`config.mk`:
```
export PLATFORM = sky130hd
export DESIGN_NAME = iir_coeff_ctrl
export DESIGN_NICKNAME = d
export VERILOG_FILES = /design/src/rtl/iir_ctrl_pkg.sv /design/src/rtl/iir_coeff_bank.sv /design/src/rtl/iir_coeff_ctrl.sv
export SDC_FILE = /design/constraint.sdc
export NUM_CORES = 1
export LEC_CHECK = 0
export ABC_AREA = 1
export CORE_AREA = 4 4 246 248
export CTS_CLUSTER_SIZE = 20
export DETAILED_ROUTE_END_ITERATION = 7
export DIE_AREA = 0 0 250 252
export GPL_TIMING_DRIVEN = 1
export MAX_ROUTING_LAYER = met4
export PLACE_DENSITY = 0.58
export SLEW_MARGIN = 20
export SYNTH_ARGS = -nofsm -noshare
export SYNTH_HDL_FRONTEND = slang
export SYNTH_SLANG_ARGS = --single-unit
export TNS_END_PERCENT = 30
```
`constraint.sdc`:
```
create_clock -name clk -period 12.9 [get_ports clk]
set_input_delay 2.58 -clock clk [delete_from_list [all_inputs] [get_ports clk]]
set_output_delay 2.58 -clock clk [all_outputs]
set_load 0.1 [all_outputs]
```
`src/rtl/iir_ctrl_pkg.sv`:
```
// Shared types and constants for the IIR notch-chain coefficient controller.
// The optional readback check is enabled with COEFF_VERIFY_EN (see iir_coeff_ctrl).
package iir_ctrl_pkg;

    typedef enum logic [2:0] {
        StIdle,
        StWaitGap,
        StCommit,
        StVerify,
        StSettle
    } ctrl_state_e;

    localparam logic [1:0] SEL_1MHZ   = 2'd0;
    localparam logic [1:0] SEL_2MHZ   = 2'd1;
    localparam logic [1:0] SEL_2_4MHZ = 2'd2;
    localparam logic [1:0] SEL_ALL    = 2'd3;

    localparam int unsigned NUM_COEFF   = 3;
    localparam int unsigned DEN_COEFF   = 2;
    localparam int unsigned COEFF_DEPTH = NUM_COEFF + DEN_COEFF;

    // Value 1.0 in a signed fixed-point word of the given width and fraction bits.
    function automatic logic [63:0] unity_coeff(input int unsigned width, input int unsigned frac);
        logic [63:0] mask;
        mask = (64'd1 << width) - 64'd1;
        return (64'd1 << frac) & mask;
    endfunction

endpackage

```
`src/rtl/iir_coeff_bank.sv`:
```
// One per-stage shadow bank of five coefficient registers (b0,b1,b2,a1,a2).
// Resets to a unity pass-through filter: b0 = 1.0, all others 0.
module iir_coeff_bank
    import iir_ctrl_pkg::*;
#(
    parameter int unsigned WIDTH = 20,
    parameter int unsigned FRAC  = 18
) (
    input  logic             clk,
    input  logic             rst,
    input  logic             wr_en,
    input  logic [2:0]       wr_idx,
    input  logic [WIDTH-1:0] wr_data,
    output logic [WIDTH-1:0] coeff [COEFF_DEPTH]
);

    localparam logic [WIDTH-1:0] UnityB0 = WIDTH'(unity_coeff(WIDTH, FRAC));

    always_ff @(posedge clk or posedge rst) begin
        if (rst) begin
            for (int k = 0; k < COEFF_DEPTH; k++) begin
                coeff[k] <= (k == 0) ? UnityB0 : '0;
            end
        end else if (wr_en && (wr_idx < 3'(COEFF_DEPTH))) begin
            coeff[wr_idx] <= wr_data;
        end
    end

endmodule

```
`src/rtl/iir_coeff_ctrl.sv`:
```
// Coefficient controller for the 1 MHz / 2 MHz / 2.4 MHz notch stages: shadow writes, gap-aligned
// commit pulses and settle timing. Define COEFF_VERIFY_EN to add the post-commit readback check.
module iir_coeff_ctrl
    import iir_ctrl_pkg::*;
#(
    parameter int unsigned COEFF_WIDTH = 20,
    parameter int unsigned COEFF_FRAC  = 18,
    parameter int unsigned MAX_WAIT    = 64,
    parameter int unsigned SETTLE      = 4
) (
    input  logic                   clk,
    input  logic                   rst,
    input  logic                   cfg_valid,
    output logic                   cfg_ready,
    input  logic                   cfg_commit,
    input  logic [1:0]             cfg_sel,
    input  logic [2:0]             cfg_idx,
    input  logic [COEFF_WIDTH-1:0] cfg_data,
    input  logic                   sample_valid,
    output logic [COEFF_WIDTH-1:0] coeff_in_1MHz   [COEFF_DEPTH],
    output logic [COEFF_WIDTH-1:0] coeff_in_2MHz   [COEFF_DEPTH],
    output logic [COEFF_WIDTH-1:0] coeff_in_2_4MHz [COEFF_DEPTH],
    output logic                   coeff_wr_en_1MHz,
    output logic                   coeff_wr_en_2MHz,
    output logic                   coeff_wr_en_2_4MHz,
    input  logic [COEFF_WIDTH-1:0] coeff_out_1MHz   [COEFF_DEPTH],
    input  logic [COEFF_WIDTH-1:0] coeff_out_2MHz   [COEFF_DEPTH],
    input  logic [COEFF_WIDTH-1:0] coeff_out_2_4MHz [COEFF_DEPTH],
    output logic                   busy,
    output logic                   done,
    output logic                   err_cfg,
    output logic                   err_timeout,
    output logic                   verify_err
);

    localparam int unsigned WaitW   = $clog2(MAX_WAIT + 1);
    localparam int unsigned SettleW = (SETTLE > 0) ? $clog2(SETTLE + 1) : 1;

    ctrl_state_e        state_q, state_d;
    logic [WaitW-1:0]   wait_cnt_q, wait_cnt_d;
    logic [SettleW-1:0] settle_cnt_q, settle_cnt_d;
    logic [1:0]         sel_q, sel_d;
    logic               err_cfg_q, err_cfg_d;
    logic               err_timeout_q, err_timeout_d;
    logic [2:0]         stage_mask, stage_wr_en, bank_we;
    logic               wr_legal, wr_fire;

    assign wr_legal   = (cfg_sel != SEL_ALL) && (cfg_idx < 3'(COEFF_DEPTH));
    assign wr_fire    = cfg_valid && cfg_ready && !cfg_commit && wr_legal;
    assign bank_we    = wr_fire ? (3'b001 << cfg_sel) : 3'b000;
    assign stage_mask = (sel_q == SEL_ALL) ? 3'b111 : (3'b001 << sel_q);

    iir_coeff_bank #(.WIDTH(COEFF_WIDTH), .FRAC(COEFF_FRAC)) u_bank_1mhz (
        .clk     (clk),
        .rst     (rst),
        .wr_en   (bank_we[SEL_1MHZ]),
        .wr_idx  (cfg_idx),
        .wr_data (cfg_data),
        .coeff   (coeff_in_1MHz)
    );

    iir_coeff_bank #(.WIDTH(COEFF_WIDTH), .FRAC(COEFF_FRAC)) u_bank_2mhz (
        .clk     (clk),
        .rst     (rst),
        .wr_en   (bank_we[SEL_2MHZ]),
        .wr_idx  (cfg_idx),
        .wr_data (cfg_data),
        .coeff   (coeff_in_2MHz)
    );

    iir_coeff_bank #(.WIDTH(COEFF_WIDTH), .FRAC(COEFF_FRAC)) u_bank_2_4mhz (
        .clk     (clk),
        .rst     (rst),
        .wr_en   (bank_we[SEL_2_4MHZ]),
        .wr_idx  (cfg_idx),
        .wr_data (cfg_data),
        .coeff   (coeff_in_2_4MHz)
    );

    always_comb begin
        state_d       = state_q;
        wait_cnt_d    = wait_cnt_q;
        settle_cnt_d  = settle_cnt_q;
        sel_d         = sel_q;
        err_cfg_d     = 1'b0;
        err_timeout_d = 1'b0;
        cfg_ready     = 1'b0;
        busy          = 1'b1;
        done          = 1'b0;
        stage_wr_en   = 3'b000;

        unique case (state_q)
            StIdle: begin
                cfg_ready = 1'b1;
                busy      = 1'b0;
                if (cfg_valid) begin
                    if (cfg_commit) begin
                        sel_d      = cfg_sel;
                        wait_cnt_d = '0;
                        state_d    = StWaitGap;
                    end else begin
                        err_cfg_d = !wr_legal;
                    end
                end
            end
            StWaitGap: begin
                if (!sample_valid) begin
                    state_d = StCommit;
                end else begin
                    wait_cnt_d = wait_cnt_q + 1'b1;
                    // No gap within MAX_WAIT samples: force the load anyway and flag it.
                    if (wait_cnt_d == WaitW'(MAX_WAIT)) begin
                        state_d       = StCommit;
                        err_timeout_d = 1'b1;
                    end
                end
            end
            StCommit: begin
                stage_wr_en  = stage_mask;
                settle_cnt_d = SettleW'(SETTLE);
`ifdef COEFF_VERIFY_EN
                state_d      = StVerify;
`else
                state_d      = StSettle;
`endif
            end
            StVerify: begin
                state_d = StSettle;
            end
            StSettle: begin
                if (settle_cnt_q == '0) begin
                    done    = 1'b1;
                    state_d = StIdle;
                end else begin
                    settle_cnt_d = settle_cnt_q - 1'b1;
                end
            end
            default: state_d = StIdle;
        endcase
    end

    always_ff @(posedge clk or posedge rst) begin
        if (rst) begin
            state_q       <= StIdle;
            wait_cnt_q    <= '0;
            settle_cnt_q  <= '0;
            sel_q         <= SEL_1MHZ;
            err_cfg_q     <= 1'b0;
            err_timeout_q <= 1'b0;
        end else begin
            state_q       <= state_d;
            wait_cnt_q    <= wait_cnt_d;
            settle_cnt_q  <= settle_cnt_d;
            sel_q         <= sel_d;
            err_cfg_q     <= err_cfg_d;
            err_timeout_q <= err_timeout_d;
        end
    end

    assign coeff_wr_en_1MHz   = stage_wr_en[SEL_1MHZ];
    assign coeff_wr_en_2MHz   = stage_wr_en[SEL_2MHZ];
    assign coeff_wr_en_2_4MHz = stage_wr_en[SEL_2_4MHZ];
    assign err_cfg            = err_cfg_q;
    assign err_timeout        = err_timeout_q;

`ifdef COEFF_VERIFY_EN
    logic verify_err_q, verify_err_d, mismatch;

    // Shadows cannot change outside IDLE, so they still hold the committed set here.
    always_comb begin
        mismatch = 1'b0;
        for (int k = 0; k < COEFF_DEPTH; k++) begin
            mismatch |= stage_mask[SEL_1MHZ] && (coeff_out_1MHz[k] != coeff_in_1MHz[k]);
            mismatch |= stage_mask[SEL_2MHZ] && (coeff_out_2MHz[k] != coeff_in_2MHz[k]);
            mismatch |= stage_mask[SEL_2_4MHZ] && (coeff_out_2_4MHz[k] != coeff_in_2_4MHz[k]);
        end
    end

    always_comb begin
        verify_err_d = verify_err_q;
        if ((state_q == StIdle) && cfg_valid && cfg_commit) begin
            verify_err_d = 1'b0;
        end else if (state_q == StVerify) begin
            verify_err_d = verify_err_q | mismatch;
        end
    end

    always_ff @(posedge clk or posedge rst) begin
        if (rst) begin
            verify_err_q <= 1'b0;
        end else begin
            verify_err_q <= verify_err_d;
        end
    end

    assign verify_err = verify_err_q;
`else
    logic unused_readback;

    always_comb begin
        unused_readback = 1'b0;
        for (int k = 0; k < COEFF_DEPTH; k++) begin
            unused_readback = unused_readback ^ (^coeff_out_1MHz[k]) ^ (^coeff_out_2MHz[k])
                              ^ (^coeff_out_2_4MHz[k]);
        end
    end

    assign verify_err = 1'b0;
`endif

endmodule
```
Word level (Yosys, flattened, before mapping):

Index checks and enable logic that the tools add are counted.

* bits in registers: 317
* input bits: 330

* multiplexer cells: 30
* shift-type cells: 2
* magnitude comparators: 3
* equality and inequality tests: 13
* bitwise gates (word level): 1
* $add $sub $neg: 2
* reduce and logical (&&, ||, !) cells: 19

Operators by type and width (count)
* 100-bit bitwise mux: 3
* 20-bit demux with 3-bit select: 1
* 3-bit two-way mux: 9
* 7-bit two-way mux: 3
* 20-bit two-way mux: 1
* 7-bit case mux with 2 select lines: 1
* 2-bit inequality test, second input constant: 6
* 3-bit case mux with 4 select lines: 1
* 1-bit two-way mux: 10
* 1-bit logical AND: 8
* 4-bit AND reduction: 2
* 7-bit by 1-bit adder with 7-bit output, second input constant: 1
* 7-bit == test, second input constant: 1
* 3-bit by 2-bit == test with 1-bit output, second input constant: 2
* 3-bit logical NOT: 2
* 3-bit case mux with 2 select lines: 1
* 1-bit by 2-bit << shifter with 3-bit output, first input constant: 2
* 4-bit >= comparator, second input constant: 1
* 4-bit by 1-bit < comparator with 1-bit output, second input constant: 1
* 3-bit NOT with 4-bit output: 1
* 2-bit nonzero test: 2
* 3-bit by 1-bit == test with 1-bit output, second input constant: 1
* 3-bit == test, second input constant: 1
* 3-bit < comparator, second input constant: 1
* other kinds (7): 8

Depth between registers and ports, before layout:

Gate-level depths: netlist of run 1.

* depth after elaboration: 7
* depth in mapped cells: 11
* mapped depth without buffers: 11

Cells and area by module:

Synthesis of run 1 repeated with hierarchy kept, for this count alone.

* cell total of the unflattened synthesis: 1465
* area total of the unflattened synthesis: 12824.8 µm²

Modules (own cells, without submodules)
* iir_coeff_bank: area each 3933.8 µm², seq. area each 2503.7 µm², times used 3, cells an instance 445
* iir_coeff_ctrl: area each 1023.5 µm², seq. area each 425.4 µm², times used 1, cells an instance 130

Worst setup path after synthesis of run 1:

OpenSTA, ideal clock, no wires.

* path type: register to output
* from: reg settle_cnt_q[0]
* to: out done
* required time: 10.320 ns
* arrival: 2.679 ns
* path slack: 7.641 ns
* cell stages (with the launch flop): 5
* cells stage by stage: dfrtp_1 -> inv_1 -> ha_1 -> inv_1 -> nor3_1

* longest elaborated chain between the ends: 3

RTL lines
* start, declared: RTL line iir_coeff_ctrl.sv:41 `logic [SettleW-1:0] settle_cnt_q, settle_cnt_d;`
* start signal, assigned: RTL line iir_coeff_ctrl.sv:153 `settle_cnt_q <= settle_cnt_d;`
* 3-bit logical NOT: RTL line iir_coeff_ctrl.sv:131 `if (settle_cnt_q == '0) begin`
* 1-bit two-way mux: RTL line iir_coeff_ctrl.sv:131
* 1-bit two-way mux: RTL line iir_coeff_ctrl.sv:92 `unique case (state_q)`
* end, declared: RTL line iir_coeff_ctrl.sv:30 `output logic done,`

Every way passes these cells.

Final worst setup path of run 1:

Ends and elaborated chain as after synthesis.

==> results.toml, run 1 <==
[run_status]
outcome = "complete, no violations"

[setup_path]
critPathKind = "flip-flop to primary output"
cp.arrival_ns = 2.59
startpoint_type = "flip-flop"
critPathSlowestCell = "clkdlybuf4s50_1"
cpMostUsedCell = "inv_1"
cp.required_ns = 10.32
critPathCaptureType = "primary output"
cp_top_family = "buffers and inverters"
crit_buf_inv = 3
path_cells = "inv_1 > ha_1 > inv_1 > nor3_1 > clkdlybuf4s50_1"
max_stage_delay_ns = 1.18
worst-path-max-fanout = 4

[sta]
tightestPinTransition_ns = 1.08
slew_viol_final = 0
fin_skew_ns = 0.00648
finalWorstSetupSlack_ns = 7.73
hold_viol = 0
slew_headroom = 0.276
period_share = 0.401
final-setup-viol-count = 0
fmax_mhz = 193
fin_tns_setup_ns = 0
min_period_ns = 5.17
rsz0062_at_grt = "no"

[place]
io_buffers = 337
gp_congestion = 0.743
preCtsSetupSlack_ns = 7.23
dp_hpwl_um = 28000

[layout]
nFillCells = 6056
drive_above_1_share = 0.0593
syn2layout_area_growth_pct = 45.7
nets = 1794

[route]
drt_wl_total_um = 40700
num_vias = 9193
wl_per_cell_um = 18.0
postRouteAntennaNets = 0
dr.pass1.iters = 5
drc = 0
vias_per_cell = 4.07
first_iter_violations = 603

[synthesis]
synth_fa_ha_area_frac = 0.00640
synthMuxAreaShare = 0
syn_avg_cell_area_um2 = 10.1
synth-simple-area-share = 0.135
ys_ff_latch = 317
yosysSeqAreaShare = 0.676
netlist_instances = 1159
synth_top_family_by_area = "compound AO/OA/AOI/OAI gates"
yosysUniqueCellTypes = 26
synth-xor-area-share = 0
yosys_warnings = 0
synth-compound-area-share = 0.136
syn_nets = 1495
synth_area_um2 = 11700

[floorplanning]
die-area_um2 = 63000
ioPinCount = 639
die_h_um = 252
die_x_um = 250
placementRows = 89
start_util = 0.201
core_region_area_um2 = 58500

[cts]
clock-root-buffer = "clkbuf_16"
cts_resized = 0
ctsHoldBuffers = 0
cts_tree = "done"
clock_path_buffers = 3
clk_pin_slew_ns = 0.06
cts_max_level = 2
cts.sinks = 317
insertion_delay_ns = 0.53
postCtsSetupRepairBufs = 0
numCtsBuffers = 37

[power]
ir_drop_mv = 0.131
p_leak_uw = 0.00742
p_per_area_nw_per_um2 = 228

[global_routing]
grt_pass1_wl_um = 59900
grt_antenna_before_repair = 0
grt.overflow.total = 0
track_usage = 0.128
grt_start_max_net_pins = 101
grt_pass1_vias = 9070

[worst_hold_path]
min_path_type = "flip-flop to flip-flop"

[job]
maxCapViolCount = 0
## flip-flops by register name, indices dropped and copies added (netlist names)
| register | flops |
|---|---|
| err_cfg | 1 |
| u_bank_2mhz.coeff | 100 |
| u_bank_2_4mhz.coeff | 100 |
| state_q | 3 |
| u_bank_1mhz.coeff | 100 |
| err_timeout | 1 |
| sel_q | 2 |
| settle_cnt_q | 3 |
| wait_cnt_q | 7 |
## cells by family (layout without fill, tap and decap cells)
family                     count (synthesis)  count (layout)
buffers and inverters                    131             457
DFF                                      317             317
AOI/OAI and AO/OA                        318             318
and+or+nand+nor                          386             386
adders and majority gates                  6               6
other                                      1               3
## worst min-delay path: cells and delay by family (launching register included)
family          cells  cell delay [ns]
flops               1             0.34
simple gates        1             0.05
compound gates      1             0.06
## path summary, 6_finish.rpt
| kind | from | to | slack, ns | depth (start not counted) |
|---|---|---|---|---|
| min in group asynchronous | rst | u_bank_1mhz.coeff[87] | 2.57 | 2 |
| max reg2reg | state_q[2] | u_bank_1mhz.coeff[77] | 10.35 | 7 |
| min reg2reg | u_bank_2_4mhz.coeff[1] | u_bank_2_4mhz.coeff[1] | 0.48 | 2 |
| max in group asynchronous | rst | u_bank_2_4mhz.coeff[35] | 8.10 | 4 |
| max | settle_cnt_q[0] | done | 7.73 | 5 |
| min | u_bank_2_4mhz.coeff[1] | u_bank_2_4mhz.coeff[1] | 0.48 | 2 |
## synth_stat cells
master    instances  area share
nand3_1          12      0.0051
o21bai_1          1     0.00064
a21oi_1           2     0.00085
buf_2            30       0.013
buf_4             2      0.0013
a21boi_0          1     0.00064
nor3_1            5      0.0021
dfstp_2           3      0.0067
o22ai_1           3      0.0016
inv_2             1     0.00032
nor2_1           17      0.0054
nand3_4           1      0.0015
nand4_1           1     0.00053
dfrtp_1         314        0.67
conb_1            1     0.00032
nand2_1         334        0.11
nor2_2            2      0.0011
ha_1              6      0.0064
clkbuf_1         47       0.015
clkbuf_2          3      0.0013
o21ai_0         278        0.12
nand3_2          10      0.0085
nor2_4            3      0.0029
inv_1            48       0.015
nor4_1            1     0.00053
o21ai_1          33       0.014
## power breakdown
part           total, uW  switching, uW  leakage [uW]  internal (uW)
combinational       1550           1250       0.00246            302
clock               1110            416      0.000642            699
sequential          1220           86.2       0.00433           1140
## final cells by class
cell class,count,area (um^2),share of cell area
timing repair buffer,342,3410,0.200
tap,773,967,0.0566
clock buffer,54,1110,0.0651
clock inverter,12,195,0.0114
inverter,49,191,0.0112
sequential,317,7940,0.464
multi-input combinational,711,3270,0.191
antenna,2,5.00,0.000293
## stage by stage
| step | total power, uW | hold WS, ns | instance area [um^2] | util | std cells |
|---|---|---|---|---|---|
| global placement | 2790 | 0.467 | 15800 | 0.270 | 2192 |
| finish | 3890 | 0.481 | 17100 | 0.292 | 2260 |
| global route | 4060 | 0.499 | 17100 | 0.292 | 2258 |
| CTS | 3950 | 0.486 | 17100 | 0.292 | 2258 |
| detailed placement | 2810 | 0.472 | 15800 | 0.270 | 2192 |
| floorplan | 2410 | 0.469 | 11700 | - | 1159 |
## cells in the final DEF (no fill, tap or decap), drive strengths merged
master         netlist  routed
a21boi               1       1
a21oi                2       2
buf                 32       5
bufinv               0       5
clkbuf              50      54
clkdlybuf4s50        0     337
clkinv               0       4
clkinvlp             0       1
conb                 1       1
dfrtp              314     314
dfstp                3       3
diode                0       2
ha                   6       6
inv                 49      51
nand2              334     334
nand3               23      23
nand4                1       1
nor2                22      22
nor3                 5       5
nor4                 1       1
o21ai              311     311
o21bai               1       1
o22ai                3       3
## metal layers
layer  GRT usage  wire, um
met4      0.0304       812
met2       0.207     19500
met1       0.158     17100
met5           -         0
met3      0.0408      3160
Power figures use the tool's default switching activity.
==> inputs of run 2 (changes only) <==
--- a/config.mk
+++ b/config.mk
@@ -6,13 +6,13 @@
 export NUM_CORES = 1
 export LEC_CHECK = 0
 export ABC_AREA = 1
-export CORE_AREA = 4 4 246 248
+export CORE_AREA = 4 4 244 246
 export CTS_CLUSTER_SIZE = 20
 export DETAILED_ROUTE_END_ITERATION = 7
-export DIE_AREA = 0 0 250 252
+export DIE_AREA = 0 0 248 250
 export GPL_TIMING_DRIVEN = 1
 export MAX_ROUTING_LAYER = met4
-export PLACE_DENSITY = 0.58
+export PLACE_DENSITY = 0.6
 export SLEW_MARGIN = 20
 export SYNTH_ARGS = -nofsm -noshare
 export SYNTH_HDL_FRONTEND = slang
==> constraint.sdc (replaced) <==
create_clock -name clk -period 4.45 [get_ports clk]
set_input_delay 0.89 -clock clk [delete_from_list [all_inputs] [get_ports clk]]
set_output_delay 0.89 -clock clk [all_outputs]
set_load 0.1 [all_outputs]
==> run 2 against run 1 <==
Clock power rose to 2.8 times the previous value. Global-route usage up 0.66 points. Critical path type unchanged. Routed wire length up 2.3%. Core utilization up 0.68 points.
==> results.toml, run 2 (synthesized netlist as in run 1, its figures left out) <==
[sta]
finalWorstSetupSlack_ns = 0.940
fin_tns_setup_ns = 0
fin_skew_ns = 0.0175
tightestPinTransition_ns = 1.11
fmax_mhz = 285
slew_headroom = 0.255
period_share = 0.789
rsz0062_at_grt = "no"
min_period_ns = 3.51
hold_viol = 0
slew_viol_final = 0
final-setup-viol-count = 0

[floorplanning]
die_x_um = 248
start_util = 0.205
ioPinCount = 639
die_h_um = 250
placementRows = 88
core_region_area_um2 = 57400
die-area_um2 = 62000

[place]
dp_cells = 2196
dp_hpwl_um = 29000
gp_congestion = 0.827
preCtsSetupSlack_ns = 1.11
io_buffers = 337

[setup_path]
path_cells = "inv_1 > ha_1 > inv_1 > nor2_1 > clkdlybuf4s50_1"
critPathKind = "flip-flop to primary output"
cp.required_ns = 3.56
crit_buf_inv = 3
cp.depth = 5
cp.arrival_ns = 2.62
worst-path-max-fanout = 4
critPathCaptureType = "primary output"
startpoint_type = "flip-flop"
max_stage_delay_ns = 1.20
reg2reg_depth = 7
cpMostUsedCell = "inv_1"
cp_top_family = "buffers and inverters"
critPathSlowestCell = "clkdlybuf4s50_1"

[power]
p_leak_uw = 0.00746
p_total_uw = 11200
ir_drop_mv = 0.368
p_per_area_nw_per_um2 = 652

[cts]
cts.sinks = 317
clock-root-buffer = "clkbuf_16"
cts_tree = "done"
clock_path_buffers = 3
numCtsBuffers = 37
clk_pin_slew_ns = 0.06
insertion_delay_ns = 0.54
cts_resized = 0
postCtsSetupRepairBufs = 0
ctsHoldBuffers = 0
cts_max_level = 2

[worst_hold_path]
whs_path_depth = 2
min_path_type = "flip-flop to flip-flop"

[layout]
multiInputGateArea_um2 = 3280
seq_area_um2 = 7940
nets = 1806
post-route-util = 0.299
nFillCells = 5895
syn2layout_area_growth_pct = 46.3
layout_common_cells = "clkdlybuf4s50_1, nand2_1, dfrtp_1"
drive_above_1_share = 0.0681
reg_top3 = "u_bank_1mhz.coeff x100, u_bank_2_4mhz.coeff x100, u_bank_2mhz.coeff x100"
mostFrequentLayoutCell = "clkdlybuf4s50_1"
fin_cells = 2263

[global_routing]
grt_antenna_before_repair = 3
grt_pass1_vias = 9323
grt_pass1_wl_um = 60900
grt.overflow.total = 0
grt_start_max_net_pins = 116
track_usage = 0.135

[route]
num_vias = 9357
vias_per_cell = 4.13
drt_wl_total_um = 41600
first_iter_violations = 666
dr.pass1.iters = 5
postRouteAntennaNets = 0
wl_per_cell_um = 18.4
drc = 0

[run_status]
outcome = "complete, no violations"

[job]
maxCapViolCount = 0
==> run 2: cell count changes in the layout (fill, tap and decap cells not counted), sizes merged <==
cell,before,now
clkinv,4,5
clkinvlp,1,4
diode,2,1
clkdlybuf4s50,337,336
bufinv,5,3
clkbuf,54,52
buf,5,18
==> run 2: area by class of cell <==
cell class | instances | share of cell area
Inverter | 49 | 0.0109
Timing Repair Buffer | 354 | 0.207
Clock buffer | 52 | 0.0632
Tap cell | 765 | 0.0558
Sequential cell | 317 | 0.462
Multi-Input combinational cell | 711 | 0.191
Antenna cell | 1 | 0.000146
Clock inverter | 14 | 0.00999
==> run 2: stage by stage <==
| stage | area [um^2] | hold slack [ns] |
|---|---|---|
| global route | 17200 | 0.497 |
| detailed placement | 15900 | 0.473 |
| CTS | 17200 | 0.487 |
| floorplan | 11700 | 0.469 |
| global placement | 15900 | 0.467 |
| finish | 17200 | 0.480 |
==> run 2: where the power goes <==
part / total, uW / internal (uW) / switching, uW
Combinational: 4520 / 883 / 3640
Clock: 3110 / 1890 / 1220
Sequential: 3550 / 3300 / 251
==> run 2: worst reg2reg max path, delay by kind of cell (launching register included) <==
family | cells | cell delay, ns
DFF | 1 | 0.41
and+or+nand+nor | 5 | 1.26
AOI/OAI and AO/OA | 1 | 0.46
buffers and inverters | 1 | 0.12
==> run 2: worst paths after layout <==
check                                         from                 endpoint  slack (ns)
max reg2reg                             state_q[2]  u_bank_2_4mhz.coeff[76]        2.09
min                        u_bank_2_4mhz.coeff[33]  u_bank_2_4mhz.coeff[33]        0.48
min reg2reg                u_bank_2_4mhz.coeff[33]  u_bank_2_4mhz.coeff[33]        0.48
max                                       sel_q[0]         coeff_wr_en_1MHz        0.94
min in group asynchronous                      rst     u_bank_2mhz.coeff[6]        0.79
max in group asynchronous                      rst    u_bank_1mhz.coeff[33]        2.59
==> run 2: metal layers <==
layer | part of all wire | global-route usage | vias up
li1 | - | - | 4408
met1 | 0.41 | 0.163 | 4551
met2 | 0.48 | 0.218 | 339
met3 | 0.081 | 0.0367 | 59
met4 | 0.026 | 0.0471 | 0
met5 | 0 | - | -
==> inputs of run 3 (changes only) <==
--- a/config.mk
+++ b/config.mk
@@ -6,13 +6,13 @@
 export NUM_CORES = 1
 export LEC_CHECK = 0
 export ABC_AREA = 1
-export CORE_AREA = 4 4 244 246
+export CORE_AREA = 4 4 246 248
 export CTS_CLUSTER_SIZE = 20
 export DETAILED_ROUTE_END_ITERATION = 7
-export DIE_AREA = 0 0 248 250
+export DIE_AREA = 0 0 250 252
 export GPL_TIMING_DRIVEN = 1
 export MAX_ROUTING_LAYER = met4
-export PLACE_DENSITY = 0.6
+export PLACE_DENSITY = 0.58
 export SLEW_MARGIN = 20
 export SYNTH_ARGS = -nofsm -noshare
 export SYNTH_HDL_FRONTEND = slang
==> constraint.sdc (replaced) <==
create_clock -name clk -period 3.5 [get_ports clk]
set_input_delay 0.7 -clock clk [delete_from_list [all_inputs] [get_ports clk]]
set_output_delay 0.7 -clock clk [all_outputs]
set_load 0.1 [all_outputs]
==> run 3 against run 2 <==
Sequential power increased by 28%. First-iteration DRC count increased by 8.6%. Critical path depth decreased by 4. Clock skew decreased by 0.0081 ns. Clock power increased by 29%. Register-to-register slack got worse by 0.94 ns. Global-route usage decreased by 0.28 points. Largest cell class unchanged. Core utilization decreased by 0.66 points. Via count about the same. Cell area decreased by 0.34%. Non-clock buffer count increased by 12. Count of clock-buffer cells in the layout increased by 1.
==> results.toml, run 3 (synthesized netlist as in run 1, its figures left out) <==
[layout]
reg_top3 = "u_bank_1mhz.coeff x100, u_bank_2_4mhz.coeff x100, u_bank_2mhz.coeff x100"
antenna_cells = 0
postLayoutCellArea_um2 = 17100
nets = 1819
layout_common_cells = "nand2_1, dfrtp_1, o21ai_0"
syn2layout_area_growth_pct = 45.8
mostFrequentLayoutCell = "nand2_1"
drive_above_1_share = 0.128

[route]
drt_wl_total_um = 41600
vias_per_cell = 4.10
dr.pass1.iters = 5
wl_per_cell_um = 18.2
first_iter_violations = 723
postRouteAntennaNets = 0
num_vias = 9359
drc = 0

[cts]
cts.sinks = 317
clock-root-buffer = "clkbuf_16"
ctsHoldBuffers = 0
cts_resized = 0
cts_max_level = 2
cts_tree = "done"
numCtsBuffers = 38
postCtsSetupRepairBufs = 0
clk_pin_slew_ns = 0.06
insertion_delay_ns = 0.54
clock_path_buffers = 3

[floorplanning]
start_util = 0.201
ioPinCount = 639
die_x_um = 250
core_region_area_um2 = 58500
placementRows = 89
die-area_um2 = 63000
die_h_um = 252

[power]
p_total_uw = 14200
ir_drop_mv = 0.433
internal_power_uw = 7700
p_comb_frac = 0.400
switching_power_uw = 6530
clkPwrFrac = 0.282
p_leak_uw = 0.00768
sequentialPowerShare = 0.318
sw_frac_of_total = 0.459
p_per_area_nw_per_um2 = 832

[worst_hold_path]
min_path_type = "flip-flop to flip-flop"
hold_end = "u_bank_2mhz.coeff[94]"
whs_path_depth = 2
hold_start = "u_bank_2mhz.coeff[94]"

[setup_path]
critPathCaptureType = "primary output"
crit_start = "u_bank_1mhz.coeff[75]"
crit_buf_inv = 1
reg2reg_depth = 7
cp.required_ns = 2.80
critPathSlowestCell = "clkdlybuf4s50_1"
cp.arrival_ns = 2.08
rr_startpoint = "state_q[2]"
reg2reg_slack_ns = 1.15
worst-path-max-fanout = 2
path_cells = "clkdlybuf4s50_1"
max_stage_delay_ns = 1.17
r2r-end = "u_bank_1mhz.coeff[55]"
critPathKind = "flip-flop to primary output"
cp_top_family = "buffers and inverters"
startpoint_type = "flip-flop"

[sta]
min_period_ns = 2.78
tightestPinTransition_ns = 1.04
period_share = 0.793
final-setup-viol-count = 0
fin_skew_ns = 0.00938
slew_headroom = 0.308
rsz0062_at_grt = "no"
slew_viol_final = 0
fmax_mhz = 360
hold_viol = 0

[place]
io_buffers = 337
gp_congestion = 0.787
dp_hpwl_um = 29100
place_area_um2 = 15800

[global_routing]
grt.overflow.total = 0
grt_start_max_net_pins = 88
grt_antenna_before_repair = 1
track_usage = 0.132
grt_pass1_vias = 9325
grt_pass1_wl_um = 61600

[run_status]
outcome = "complete, no violations"

[job]
maxCapViolCount = 0
[run 3: changes by cell type in the layout (fill, tap and decap cells not counted), sizes merged]
cell / delta
clkdlybuf4s50: -78
diode: -1
buf: +90
inv: +1
clkbuf: +1
[run 3: routing by layer]
layer | track usage | share of wire | vias to the layer above
met4 | 0.0352 | 0.019 | 0
met1 | 0.164 | 0.43 | 4600
met5 | - | 0 | -
met3 | 0.0370 | 0.072 | 50
met2 | 0.213 | 0.48 | 291
li1 | - | - | 4418
[run 3: worst reg2reg max path: cells and delay by family, from the launching register on]
kind	cells	cell delay (ns)
DFF	1	0.41
AOI/OAI and AO/OA	1	0.50
and+or+nand+nor	5	1.18
buffers and inverters	1	0.13
[run 3: power by group through the flow]
stage	Sequential, uW	Clock [uW]	Combinational [uW]
after floorplan	8050	0	818
after global placement	4560	0	5710
after detailed placement	4580	0	5740
after CTS	4530	4150	5740
after global routing	4590	4300	5910
final	4530	4010	5690
[run 3: final cells by class]
cell class                      instances  area (um^2)
Multi-Input combinational cell        711         3270
Fill cell                            6114        41400
Inverter                               49          188
Sequential cell                       317         7940
Timing Repair Buffer                  366         3470
Tap cell                              773          967
Clock buffer                           53         1100
Clock inverter                         15          176
[run 3: through the flow]
stage               setup TNS [ns]  cells  setup slack (ns)  utilization  hold slack, ns
CTS                              0   2284             0.678        0.293           0.486
finish                           0   2284             0.724        0.293           0.481
detailed placement               0   2216             0.258        0.271           0.472
global placement                 0   2216             0.455        0.271           0.467
global route                     0   2284             0.604        0.293           0.502
floorplan                  -447.48   1159             -1.42            -           0.469
[run 3: worst max path at each step]
stage	to	slack, ns	cells past startpoint
floorplan	err_cfg	-1.42	1
global placement	u_bank_1mhz.coeff[40]	0.45	7
CTS	coeff_in_1MHz[75]	0.68	1
detailed placement	u_bank_1mhz.coeff[55]	0.26	7
finish	coeff_in_1MHz[75]	0.72	1
global route	u_bank_1mhz.coeff[50]	0.60	7
